--- config.mk ---
export PLATFORM = sky130hd
export DESIGN_NAME = fp_add_seq_ctrl
export DESIGN_NICKNAME = d
export VERILOG_FILES = /design/src/rtl/fp_add_pkg.sv /design/src/rtl/fp_exp_compare.sv /design/src/rtl/fp_add_seq_ctrl.sv
export SDC_FILE = /design/constraint.sdc
export NUM_CORES = 1
export LEC_CHECK = 0
export ABC_AREA = 1
export ABC_CLOCK_PERIOD_IN_PS = 4330
export BUFFER_PORTS_ARGS = -buffer_cell sky130_fd_sc_hd__buf_4
export CAP_MARGIN = 20
export CORE_ASPECT_RATIO = 0.7
export CORE_UTILIZATION = 55
export DETAILED_ROUTE_END_ITERATION = 6
export GPL_ROUTABILITY_DRIVEN = 0
export PLACE_DENSITY = 0.73
export SLEW_MARGIN = 20
export SYNTH_ARGS = -nofsm -noshare
export SYNTH_HDL_FRONTEND = slang
export SYNTH_SLANG_ARGS = --single-unit
--- constraint.sdc ---
create_clock -name clk -period 4.33 [get_ports clk]
set_clock_uncertainty 0.15 [all_clocks]
set_input_delay 0.866 -clock clk [delete_from_list [all_inputs] [get_ports clk]]
set_output_delay 0.866 -clock clk [all_outputs]
set_load 0.02 [all_outputs]
--- src/rtl/fp_add_pkg.sv ---
// Shared constants and state encoding for the sequential single-precision adder.
package fp_add_pkg;

    localparam int FP_EXP_W  = 8;
    localparam int FP_FRAC_W = 23;
    localparam int FP_BIAS   = 127;

    // Working significand: hidden, fraction, guard, round, sticky
    localparam int SIG_W = FP_FRAC_W + 4;

    localparam logic [31:0] QNAN    = 32'h7FC00000;
    localparam logic [31:0] POS_INF = 32'h7F800000;

    typedef enum logic [2:0] {
        IDLE,
        CMP,
        ALIGN,
        ADD,
        NORM,
        ROUND,
        DONE
    } state_t;

endpackage

--- src/rtl/fp_exp_compare.sv ---
// Exponent comparator: picks the larger exponent, its distance to the smaller,
// and whether operand B must become the primary (larger) operand.
module fp_exp_compare
    import fp_add_pkg::*;
(
    input  logic [FP_EXP_W-1:0] exp_a,
    input  logic [FP_EXP_W-1:0] exp_b,
    output logic [FP_EXP_W-1:0] exp_max,
    output logic [FP_EXP_W-1:0] diff,
    output logic                swap
);

    logic [FP_EXP_W:0] sub;

    // Single subtract; the borrow says B is larger and the difference is negated
    always_comb begin
        sub     = {1'b0, exp_a} - {1'b0, exp_b};
        swap    = sub[FP_EXP_W];
        exp_max = swap ? exp_b : exp_a;
        diff    = swap ? (exp_b - exp_a) : sub[FP_EXP_W-1:0];
    end

endmodule

--- src/rtl/fp_add_seq_ctrl.sv ---
// Multi-cycle IEEE754 single-precision add/subtract sequencer with
// valid/ready handshakes on both sides.
module fp_add_seq_ctrl
    import fp_add_pkg::*;
#(
    parameter int unsigned MAX_ALIGN = 26
) (
    input  logic        clk,
    input  logic        rst_n,
    input  logic        in_valid,
    output logic        in_ready,
    input  logic [31:0] in_a,
    input  logic [31:0] in_b,
    input  logic        in_sub,
    output logic        out_valid,
    input  logic        out_ready,
    output logic [31:0] out_data,
    output logic        busy
);

    localparam int unsigned CNT_W = $clog2(MAX_ALIGN + 1);
    localparam int          SGN   = FP_EXP_W + FP_FRAC_W;

    state_t state, state_nxt;

    logic [31:0]         a_r, b_r, result_r;
    logic                sign_big, sign_small, special_r;
    logic [FP_EXP_W+1:0] exp_r;
    logic [SIG_W-1:0]    sig_big, sig_small;
    logic [CNT_W-1:0]    cnt;

    // CMP-stage decode
    logic [FP_EXP_W-1:0]  exp_a, exp_b, exp_max, diff;
    logic                 swap;
    logic                 a_zero, b_zero, a_nan, b_nan, a_inf, b_inf;
    logic [SIG_W-1:0]     sig_a, sig_b;
    logic                 is_special;
    logic [31:0]          special_val;
    logic [CNT_W-1:0]     align_d;

    // ADD / ROUND stage
    logic                 eff_sub, big_ge, add_zero, add_norm;
    logic [SIG_W:0]       sum;
    logic [SIG_W-1:0]     mag;
    logic                 rnd_inc;
    logic [FP_FRAC_W+1:0] rnd;
    logic [FP_EXP_W+1:0]  exp_fin;
    logic [FP_FRAC_W-1:0] frac_fin;
    logic [31:0]          round_val;

    fp_exp_compare u_exp_compare (
        .exp_a   (exp_a),
        .exp_b   (exp_b),
        .exp_max (exp_max),
        .diff    (diff),
        .swap    (swap)
    );

    // Operand classification, special-case results and alignment distance
    always_comb begin
        exp_a  = a_r[SGN-1:FP_FRAC_W];
        exp_b  = b_r[SGN-1:FP_FRAC_W];
        a_zero = (exp_a == '0);
        b_zero = (exp_b == '0);
        a_nan  = (exp_a == '1) && (a_r[FP_FRAC_W-1:0] != '0);
        b_nan  = (exp_b == '1) && (b_r[FP_FRAC_W-1:0] != '0);
        a_inf  = (exp_a == '1) && (a_r[FP_FRAC_W-1:0] == '0);
        b_inf  = (exp_b == '1) && (b_r[FP_FRAC_W-1:0] == '0);
        sig_a  = a_zero ? '0 : {1'b1, a_r[FP_FRAC_W-1:0], 3'b000};
        sig_b  = b_zero ? '0 : {1'b1, b_r[FP_FRAC_W-1:0], 3'b000};

        is_special  = 1'b1;
        special_val = '0;
        if (a_nan || b_nan)
            special_val = QNAN;
        else if (a_inf && b_inf)
            special_val = (a_r[SGN] == b_r[SGN]) ? a_r : QNAN;
        else if (a_inf)
            special_val = a_r;
        else if (b_inf)
            special_val = b_r;
        else if (a_zero && b_zero)
            special_val = {a_r[SGN] & b_r[SGN], 31'b0};
        else
            is_special = 1'b0;

        // Shifting MAX_ALIGN places already folds the whole smaller significand into sticky
        align_d = (diff > FP_EXP_W'(MAX_ALIGN)) ? CNT_W'(MAX_ALIGN) : diff[CNT_W-1:0];
    end

    // Significand add/subtract and round-to-nearest-even
    always_comb begin
        eff_sub  = sign_big ^ sign_small;
        sum      = {1'b0, sig_big} + {1'b0, sig_small};
        big_ge   = (sig_big >= sig_small);
        mag      = big_ge ? (sig_big - sig_small) : (sig_small - sig_big);
        add_zero = eff_sub && (mag == '0);
        add_norm = eff_sub ? mag[SIG_W-1] : (sum[SIG_W] | sum[SIG_W-1]);

        rnd_inc  = sig_big[2] & (sig_big[1] | sig_big[0] | sig_big[3]);
        rnd      = {1'b0, sig_big[SIG_W-1:3]} + (FP_FRAC_W+2)'(rnd_inc);
        exp_fin  = exp_r + (FP_EXP_W+2)'(rnd[FP_FRAC_W+1]);
        frac_fin = rnd[FP_FRAC_W+1] ? rnd[FP_FRAC_W:1] : rnd[FP_FRAC_W-1:0];
        if (exp_fin >= (FP_EXP_W+2)'(255))
            round_val = {sign_big, POS_INF[30:0]};
        else
            round_val = {sign_big, exp_fin[FP_EXP_W-1:0], frac_fin};
    end

    // State register
    always_ff @(posedge clk or negedge rst_n) begin
        if (!rst_n) state <= IDLE;
        else        state <= state_nxt;
    end

    // Next-state and handshake outputs
    always_comb begin
        state_nxt = state;
        in_ready  = 1'b0;
        out_valid = 1'b0;
        busy      = (state != IDLE);
        case (state)
            IDLE: begin
                in_ready = 1'b1;
                if (in_valid) state_nxt = CMP;
            end
            // Special results pass through ROUND untouched to give a two-edge latency
            CMP: begin
                if (is_special)        state_nxt = ROUND;
                else if (align_d != '0) state_nxt = ALIGN;
                else                   state_nxt = ADD;
            end
            ALIGN: if (cnt == CNT_W'(1)) state_nxt = ADD;
            ADD: begin
                if (add_zero)      state_nxt = DONE;
                else if (add_norm) state_nxt = ROUND;
                else               state_nxt = NORM;
            end
            NORM: begin
                if (exp_r <= (FP_EXP_W+2)'(1)) state_nxt = DONE;
                else if (sig_big[SIG_W-2])     state_nxt = ROUND;
            end
            ROUND: state_nxt = DONE;
            DONE: begin
                out_valid = 1'b1;
                if (out_ready) state_nxt = IDLE;
            end
            default: state_nxt = IDLE;
        endcase
    end

    // Datapath registers stepped by the current state
    always_ff @(posedge clk or negedge rst_n) begin
        if (!rst_n) begin
            a_r        <= '0;
            b_r        <= '0;
            result_r   <= '0;
            sign_big   <= 1'b0;
            sign_small <= 1'b0;
            special_r  <= 1'b0;
            exp_r      <= '0;
            sig_big    <= '0;
            sig_small  <= '0;
            cnt        <= '0;
        end else begin
            case (state)
                IDLE: if (in_valid) begin
                    a_r <= in_a;
                    b_r <= {in_b[SGN] ^ in_sub, in_b[SGN-1:0]};
                end
                CMP: begin
                    special_r  <= is_special;
                    if (is_special) result_r <= special_val;
                    sign_big   <= swap ? b_r[SGN] : a_r[SGN];
                    sign_small <= swap ? a_r[SGN] : b_r[SGN];
                    sig_big    <= swap ? sig_b : sig_a;
                    sig_small  <= swap ? sig_a : sig_b;
                    exp_r      <= {2'b00, exp_max};
                    cnt        <= align_d;
                end
                ALIGN: begin
                    sig_small <= {1'b0, sig_small[SIG_W-1:2], sig_small[1] | sig_small[0]};
                    cnt       <= cnt - CNT_W'(1);
                end
                ADD: begin
                    if (eff_sub) begin
                        if (add_zero) result_r <= '0;
                        sig_big  <= mag;
                        sign_big <= big_ge ? sign_big : sign_small;
                    end else if (sum[SIG_W]) begin
                        sig_big <= {sum[SIG_W:2], sum[1] | sum[0]};
                        exp_r   <= exp_r + (FP_EXP_W+2)'(1);
                    end else begin
                        sig_big <= sum[SIG_W-1:0];
                    end
                end
                NORM: begin
                    if (exp_r <= (FP_EXP_W+2)'(1)) begin
                        result_r <= {sign_big, 31'b0};
                    end else begin
                        sig_big <= {sig_big[SIG_W-2:0], 1'b0};
                        exp_r   <= exp_r - (FP_EXP_W+2)'(1);
                    end
                end
                ROUND: if (!special_r) result_r <= round_val;
                default: ;
            endcase
        end
    end

    assign out_data = result_r;

endmodule
==> metrics.yaml <==
timing:
  finalSetupViolCount: 0
  hold_viol: 0
  slew-limit-headroom_pct: 30.3
  slew_viol_final: 0
  worst_pin_slew_ps: 1040
  max_freq_ghz: 0.244
  fin_crit_sh_pct: 94.6
  tns_ps: 0
  finalCriticalPeriod_ps: 4090
cells_and_area:
  fillers: 2833
  multi_input_area_um2: 10600
  nNetsFinal: 3022
  drive_above_1_share_pct: 10.2
  regArea_um2: 4280
  syn_to_final_growth_pct: 11.9
  num_antenna_cells: 0
  design_area_um2: 19000
synth:
  synth_warnings: 0
  ys_types: 49
  synth_nets: 2936
  synth.avg_cell_area_um2: 6.16
  synth_area_leaders: "dfrtp_1 (25%), nand2_1 (18%), inv_1 (9.0%), ha_1 (7.7%), o21ai_0 (6.7%)"
  synthArstFlopShare_pct: 100
  synth_edf_count: 0
  synth_most_common_cell: "nand2_1"
  syn_area_um2: 17000
  yosysTopAreaCell: "dfrtp_1"
  synthTopCellsByCount: "nand2_1 (828), inv_1 (409), o21ai_0 (228)"
  ys_seq_area_share_pct: 25.2
  synth_top_area_share_pct: 25.2
  synth-seq-cells: 171
  synth_ff_type: "dfrtp_1"
  synthCells: 2757
clocking:
  htreeDepth: 4
  clock-sinks: 171
  cts_buffer_depth: 2
  cts_tree: "done"
  clock-root-buffer: "clkbuf_16"
  path_clk_slew_ps: 70
  insertion_delay_ps: 460
  cts_made_buffers: 17
setup_path:
  cpMaxStageDelayCell: "ha_1"
  reg2reg_from: "sig_big[2]$_DFFE_PN0P_"
  path_cells: "buf_4 -> inv_1 -> ha_1 -> nand2_1 -> nor2_2 -> inv_1 -> nor2_1 -> nand2_1 -> nand3_1 -> nor2_1 -> nand3_1 -> nand2_1 -> nor3_1 -> buf_4 -> nand2_1 -> nor2_2 -> nand2_1 -> nand2_4 -> nand2_4 -> nand2_1 -> nand2_1"
  critical_path_required_ps: 4530
  crit_arrival_ps: 4290
  start_kind: "register"
  r2r-end: "out_data[10]$_DFFE_PN0P_"
  path_max_fanout: 32
  cp-end-kind: "register"
  cpMostUsedCell: "nand2_1"
  reg2reg_slack_ps: 240
  critical_path.max_stage_delay_ps: 600
  r2r_cells: 21
  critPathKind: "reg2reg"
grt:
  grt_max_degree: 92
  grt_pass1_vias: 17200
  grtUsageTotal_pct: 40.4
  gr-total-overflow: 0
  grt_pass1_wl_um: 97400
  antenna_found_initial: 2
die:
  dieArea_um2: 31600
  fp.dieH_um: 149
  die_x_um: 212
  core_um2: 30200
  rows: 53
  ios: 104
  start_util_pct: 56.3
route:
  drtIter0Drc: 3005
  drt_wl_total_um: 64000
  drt.antenna.violating_nets: 0
  dr.pass1.iters: 6
  drc_errors: 0
  wl_per_cell_um: 19.6
  via_count: 19300
  via_per_inst: 5.90
place:
  placed_area_um2: 18300
  hpwl_um: 50800
  port_buffers: 103
worst_hold_path:
  hold_path_class: "in2async"
job:
  maxCapViolCount: 0
run_status:
  status: "finished clean"
[flip-flops by register name, summed over array words and instances (netlist names), 3 cells and up]
register	count
a_r	32
b_r	32
cnt	5
exp_r	10
out_data	32
sig_big	27
sig_small	27
state	3
[area by class of cell]
| cell class | instances | area share [%] |
|---|---|---|
| clock buffer | 18 | 2.31 |
| clock inverter | 13 | 1.13 |
| inverter | 432 | 8.54 |
| multi-input combinational | 2041 | 55.5 |
| sequential | 171 | 22.5 |
| tap | 412 | 2.71 |
| timing repair buffer | 180 | 7.26 |
[stage by stage]
step | hold slack, ps | utilization (%) | cells | worst slack (ps)
2_1_floorplan | 299 | - | 2757 | 645
3_3_place_gp | 313 | 60.6 | 3235 | 430
3_5_place_dp | 315 | 60.6 | 3235 | 298
4_1_cts | 149 | 62.8 | 3266 | 181
5_1_grt | 158 | 63.0 | 3267 | -27.0
6_report | 136 | 63.0 | 3267 | 236
[cell usage in the layout (no fill, tap or decap), types with 17 or more instances in the layout]
cell and count:
a21oi_1 189, a31oi_1 19, buf_4 177, clkbuf_16 17
dfrtp_1 171, ha_1 105, inv_1 406, inv_2 21
nand2_1 827, nand3_1 151, nand4_1 45, nor2_1 218
nor3_1 24, nor4_1 19, o211ai_1 21, o21ai_0 227
xor2_1 74
[worst max-delay path by stage]
stage | endpoint | cells past startpoint | startpoint | slack, ps
after floorplan | out_data[24]$_DFFE_PN0P_ | 24 | sig_big[3]$_DFFE_PN0P_ | 640
after global placement | out_data[8]$_DFFE_PN0P_ | 27 | sig_big[2]$_DFFE_PN0P_ | 430
after detailed placement | out_data[8]$_DFFE_PN0P_ | 27 | sig_big[3]$_DFFE_PN0P_ | 300
after CTS | out_data[7]$_DFFE_PN0P_ | 26 | sig_big[3]$_DFFE_PN0P_ | 180
after global routing | out_data[8]$_DFFE_PN0P_ | 27 | sig_big[3]$_DFFE_PN0P_ | -30
final | out_data[10]$_DFFE_PN0P_ | 21 | sig_big[2]$_DFFE_PN0P_ | 240
[per-layer routing]
layer  vias up  routed length [µm]  GRT usage (%)
met5         -                  20              0
met4         4                1250           9.02
met3       130               10100           15.5
met2      1327               24800           54.1
met1      8874               27800           60.2
li1       8935                   -              -
[worst max-delay path: cells and delay by family (launching register included)]
| kind | cells | cell delay, ps |
|---|---|---|
| buffers and inverters | 4 | 450 |
| flip-flops | 1 | 350 |
| adder cells (fa/ha/maj) | 1 | 600 |
| AND/OR/NAND/NOR | 16 | 2410 |
[cells by family after synthesis]
family	synth area share [%]
compound gates	16.3
xor+xnor	4.23
fa+ha+maj	8.32
buf+inv	13.1
flops	25.2
simple gates	32.9
[timing repair]
item / CTS / global route
resized for setup: 0 / 17
buffers inserted: 0 / 1
hold buffers: 0 / 0
setup endpoints to repair: 0 / 31
Power is left out: the tool's default activity adds up to more than one toggle a clock period on the data nets, which glitch-free logic cannot reach.
